[src/rtl/tt_check_pkg.sv]
// Shared types and sizes for the truth-table sweep checker.
// The FSM state encoding lives here so the checker and its bench agree on it.
package tt_check_pkg;

    localparam int VEC_W   = 4;
    localparam int NUM_VEC = 16;
    localparam int ERR_W   = 5;
    localparam int HOLD_W  = 3;

    typedef logic [1:0] state_t;

    localparam state_t ST_IDLE  = 2'd0;
    localparam state_t ST_DRIVE = 2'd1;
    localparam state_t ST_DONE  = 2'd2;

endpackage

[src/rtl/tt_vec_gen.sv]
// Vector counter and settle timer for the sweep checker.
// Each vector is held for SETTLE+1 cycles, and the sample strobe marks the last cycle of that hold.
module tt_vec_gen
    import tt_check_pkg::*;
#(
    parameter int SETTLE = 1
) (
    input  logic             clk,
    input  logic             rst_n,
    input  logic             load,
    input  logic             run,
    output logic [VEC_W-1:0] vec,
    output logic             sample,
    output logic             last
);

    localparam logic [HOLD_W-1:0] HOLD_INIT = HOLD_W'(SETTLE);
    localparam logic [VEC_W-1:0]  VEC_LAST  = VEC_W'(NUM_VEC - 1);

    logic [VEC_W-1:0]  vec_q, vec_d;
    logic [HOLD_W-1:0] hold_q, hold_d;

    // After the final vector, the counter returns to 0 so the outputs idle at 0000.
    always_comb begin
        vec_d  = vec_q;
        hold_d = hold_q;
        sample = run && (hold_q == '0);
        last   = sample && (vec_q == VEC_LAST);
        if (load) begin
            vec_d  = '0;
            hold_d = HOLD_INIT;
        end else if (sample) begin
            if (last) begin
                vec_d  = '0;
                hold_d = '0;
            end else begin
                vec_d  = vec_q + 1'b1;
                hold_d = HOLD_INIT;
            end
        end else if (run) begin
            hold_d = hold_q - 1'b1;
        end
    end

    always_ff @(posedge clk or negedge rst_n) begin
        if (!rst_n) begin
            vec_q  <= '0;
            hold_q <= '0;
        end else begin
            vec_q  <= vec_d;
            hold_q <= hold_d;
        end
    end

    assign vec = vec_q;

endmodule

[config.mk]
export PLATFORM = sky130hd
export DESIGN_NAME = tt_vec_gen
export DESIGN_NICKNAME = d
export VERILOG_FILES = /design/src/rtl/tt_check_pkg.sv /design/src/rtl/tt_vec_gen.sv
export SDC_FILE = /design/constraint.sdc
export NUM_CORES = 1
export LEC_CHECK = 0
export BUFFER_PORTS_ARGS = -buffer_cell sky130_fd_sc_hd__buf_2
export CAP_MARGIN = 20
export CORE_AREA = 2 2 39 41
export DETAILED_ROUTE_END_ITERATION = 10
export DIE_AREA = 0 0 41 43
export GPL_TIMING_DRIVEN = 0
export SLEW_MARGIN = 40
export SYNTH_ARGS = -nofsm -noshare
export SYNTH_HDL_FRONTEND = slang
export SYNTH_SLANG_ARGS = --single-unit
[constraint.sdc]
create_clock -name clk -period 4.56 [get_ports clk]
set_input_delay 0.228 -clock clk [delete_from_list [all_inputs] [get_ports clk]]
set_output_delay 0.228 -clock clk [all_outputs]
set_load 0.02 [all_outputs]
Word level (Yosys, flattened, before mapping)
Index checks and enable logic that the tools add are counted.
{ "totals": {"regBits": 7, "inputBits": 4, "out_inout_bits": 6, "wordCells": 17} }
{ "op_classes": {"n_eq_ne": 1, "reduce_logical": 5, "add_sub_neg": 2, "n_mux": 7} }
{ "ops": {"columns": ["op", "n"], "rows": [
  ["$mux 4", 3],
  ["$mux 3", 3],
  ["$add 4x1->4 const B", 1],
  ["$eq 4x4->1 const B", 1],
  ["$logic_not 3->1", 1],
  ["$reduce_bool 3->1", 1],
  ["$sub 3x1->3 const B", 1],
  ["$logic_and 1x1->1", 2],
  ["$reduce_bool 2->1", 1],
  ["$mux 1", 1]
]} }

Longest topological paths before layout
{ "depth": {"depth_word": 6, "mapped_depth": 6, "mapped_depth_nobuf": 6} }

Worst setup path after synthesis
Ideal clock, no wire load.
{ "synth_timing": {"kind": "register to register", "from": "register hold_q[0]", "to": "register hold_q[0]", "n_path_buf": 0, "synth_period_minus_slack_ns": 1.504, "arrival_time_ns": 1.362, "setup_ns": 0.142, "setup_slack_ns": 3.056, "required_ns": 4.418, "stages_incl_launch_ff": 7, "cell_sequence": "dfrtp_1 > inv_1 > ha_1 > ha_1 > nand3_2 > nor2_1 > o21ai_0"} }
{ "synth_via": {"elab_chain_cells": 6} }
{ "synth_lines": {"columns": ["item", "line", "text"], "rows": [
  ["from (decl)", "tt_vec_gen.sv:21", "logic [HOLD_W-1:0] hold_q, hold_d;"],
  ["from (signal assigned)", "tt_vec_gen.sv:51", "hold_q <= hold_d;"],
  ["$logic_not 3->1", "tt_vec_gen.sv:27", "sample = run && (hold_q == '0);"],
  ["$logic_and 1x1->1", "tt_vec_gen.sv:27", null],
  ["$logic_and 1x1->1", "tt_vec_gen.sv:28", "last = sample && (vec_q == VEC_LAST);"],
  ["named net last", "tt_vec_gen.sv:14", "output logic last"],
  ["$mux 1", "tt_vec_gen.sv:33", "if (last) begin"],
  ["$mux 3", "tt_vec_gen.sv:32", "end else if (sample) begin"],
  ["$mux 3", "tt_vec_gen.sv:29", "if (load) begin"]
]} }
The timed path passes the listed nets, and every way through them passes these cells. The select of a mux whose other input is x is not followed.
A chain may end at the register's enable or synchronous reset.

Worst setup path after layout
{ "layout_timing": {"from": "register hold_q[0]", "to": "output port last"} }
{ "layout_via": {"elab_chain_cells": 3} }
{ "layout_lines": {"columns": ["item", "line"], "rows": [
  ["$logic_not 3->1", "tt_vec_gen.sv:27"],
  ["$logic_and 1x1->1", "tt_vec_gen.sv:27"],
  ["$logic_and 1x1->1", "tt_vec_gen.sv:28"],
  ["to (decl)", "tt_vec_gen.sv:14"]
]} }
Every way passes these cells.

==> results.py <==
metrics = {
    "clock_tree": {
        "h-tree-depth": 1,
        "insertion_delay_ns": 0.25,
        "postCtsSetupRepairBufs": 0,
        "cts-root-buf": "clkbuf_4",
        "cts-hold-fix-buffers": 1,
        "tritoncts": "yes",
        "numCtsBuffers": 3,
        "clkSinkCount": 7,
        "cts_buffer_depth": 2,
        "cts-resized-gates": 0,
        "path_clk_slew_ns": 0.06,
    },
    "power_and_ir_drop": {
        "powerDensity_nw_per_um2": 300,
        "power_mw": 0.143,
        "p_leak_nw": 0.235,
        "irDropWorstVdd_v": 0.000104,
    },
    "logic_synthesis": {
        "ys_ff_latch": 7,
        "syn_area_sq_um": 375,
        "synth_top_area_share": 0.467,
        "yosys.area.top_type": "dfrtp_1",
        "syn_avg_cell_area_sq_um": 8.94,
        "netlist_instances": 42,
        "synth_warnings": 0,
        "netlist_top_cells_area": "dfrtp_1, ha_1, a21oi_1, inv_1, nand2_1",
        "synthDistinctLibCells": 13,
        "syn_nets": 49,
        "synth_seq_area_share": 0.467,
    },
    "timing": {
        "period_needed_ns": 1.78,
        "worstMarginPinSlew_ns": 0.230,
        "max-slew-margin-rel": 0.847,
        "worst_clock_skew_ns": 0.00388,
        "fmax_mhz": 563,
        "setup_tns_ns": 0,
        "final_max_slew_viol_count": 0,
        "rsz0062_at_grt": "false",
        "period_share": 0.389,
        "setup_viol": 0,
        "timing.final.hold_violations": 0,
    },
    "global_routing": {
        "antenna_found_initial": 0,
        "grt_pass1_vias": 297,
        "grt_overflow": 0,
        "grt_util_all_layers": 0.100,
        "grt_pass1_wl_um": 1130,
        "grt_max_degree": 9,
    },
    "final_layout": {
        "layout.nets": 64,
        "final.fill_count": 154,
        "drive_above_1_share": 0.232,
        "final_util": 0.344,
        "areaGrowthSynthToFinish_pct": 27.0,
        "diodes": 0,
        "design_area_sq_um": 477,
    },
    "detailed_routing": {
        "drtIter0Drc": 9,
        "wl_per_cell_um": 10.5,
        "drcViolationCount": 0,
        "dr.pass1.iters": 4,
        "routed_wl_um": 753,
        "vias": 334,
        "viasPerCell": 4.64,
        "drtAntennaViolNets": 0,
    },
    "floorplanning": {
        "chipHeight_um": 43,
        "core_area_sq_um": 1380,
        "io-pin-count": 10,
        "die_x_um": 41,
        "start_util": 0.271,
        "num_rows": 14,
        "die_area_sq_um": 1760,
    },
    "worst_setup_path": {
        "crit_type": "reg -> out",
        "required_ns": 4.33,
        "cp-start-kind": "register",
        "crit_arrival_ns": 1.55,
        "crit_fanout": 7,
        "cp-end-kind": "output port",
    },
    "hold_path": {
        "min_path_type": "in -> reg",
    },
    "placed_design": {
        "hpwl_um": 589,
        "io_buffers": 9,
        "post_dp_cell_area_sq_um": 440,
        "gp_congestion": 0.657,
    },
    "status": {
        "outcome": "complete, no violations",
    },
    "run": {
        "maxCapViolations": 0,
    },
}
## cell type report
cell class / count / area [sq um] / share of cell area
timing repair buffer: 10 / 55.1 / 0.115
sequential: 7 / 175 / 0.367
clock buffer: 4 / 26.3 / 0.0551
tap: 16 / 20.0 / 0.0420
multi-input combinational: 30 / 181 / 0.381
inverter: 5 / 18.8 / 0.0394
## critical path: stages, from the launching register on
cell and delay (ns):
dfrtp_1 0.38, inv_1 0.07, ha_1 0.15, ha_1 0.27
nand3_2 0.12, nor2_1 0.14, buf_2 0.18
## state kept, by name (all words and copies together), names as in the netlist
signal  cells
hold_q      3
vec         4
## kinds of logic after synthesis
| kind of cell | count (synthesis) | share of synthesized area |
|---|---|---|
| AO/OA/AOI/OAI | 11 | 0.160 |
| XOR/XNOR | 1 | 0.0233 |
| adder cells (fa/ha/maj) | 3 | 0.100 |
| buffers and inverters | 5 | 0.0500 |
| flip-flops | 7 | 0.467 |
| AND/OR/NAND/NOR | 15 | 0.200 |
## cell usage in the layout, fill, tap and decap left out, drive strengths merged
cell and count:
a21oi 7, dfrtp 7, nor3b 2, buf 9
xor2 1, a311o 1, o21ai 3, inv 5
nand2 5, nor2 4, ha 3, or3 1
clkbuf 4, nand3 3, dlygate4sd3 1
## routing by layer
| layer | part of all wire | wire [um] | vias to the layer above | track usage |
|---|---|---|---|---|
| met5 | 0 | 0 | - | 0 |
| met4 | 0.0053 | 4 | 0 | 0.100 |
| met3 | 0.015 | 11 | 2 | 0.0157 |
| met2 | 0.51 | 385 | 3 | 0.144 |
| met1 | 0.47 | 352 | 156 | 0.115 |
| li1 | - | - | 173 | - |
## Yosys cell counts
cell	n
nand3_2	1
nor2_1	4
o21ai_0	3
xor2_1	1
a21oi_1	7
a311o_1	1
dfrtp_1	7
or3_1	1
nor3b_1	2
nand2_1	5
nand3_1	2
inv_1	5
ha_1	3
## worst paths after layout
kind                            from   endpoint  slack [ns]  depth (start not counted)
max in group asynchronous      rst_n     vec[2]        4.05                          2
min reg2reg                hold_q[0]  hold_q[0]        0.51                          2
min in group asynchronous      rst_n     vec[0]        0.35                          2
max                        hold_q[0]       last        2.78                          6
min                             load     vec[3]        0.23                          2
max reg2reg                hold_q[0]     vec[3]        3.01                          6
## power by group
group	total (mW)	internal (mW)	switching (mW)	leakage, nW
clock network	0.0568	0.0334	0.0233	0.0150
logic	0.0193	0.00751	0.0118	0.126
registers	0.0668	0.0648	0.00199	0.0932
total	0.143	0.106	0.0371	0.235
## metrics by stage
step	worst slack (ns)	hold WS, ns	instances
floorplan	3.06	-0.0676	42
global placement	3.02	0.0698	67
detailed placement	3.00	0.0792	67
CTS	2.77	0.223	72
global route	2.64	0.236	72
finish	2.78	0.225	72
No activity file was read; power rests on OpenSTA's default activity.
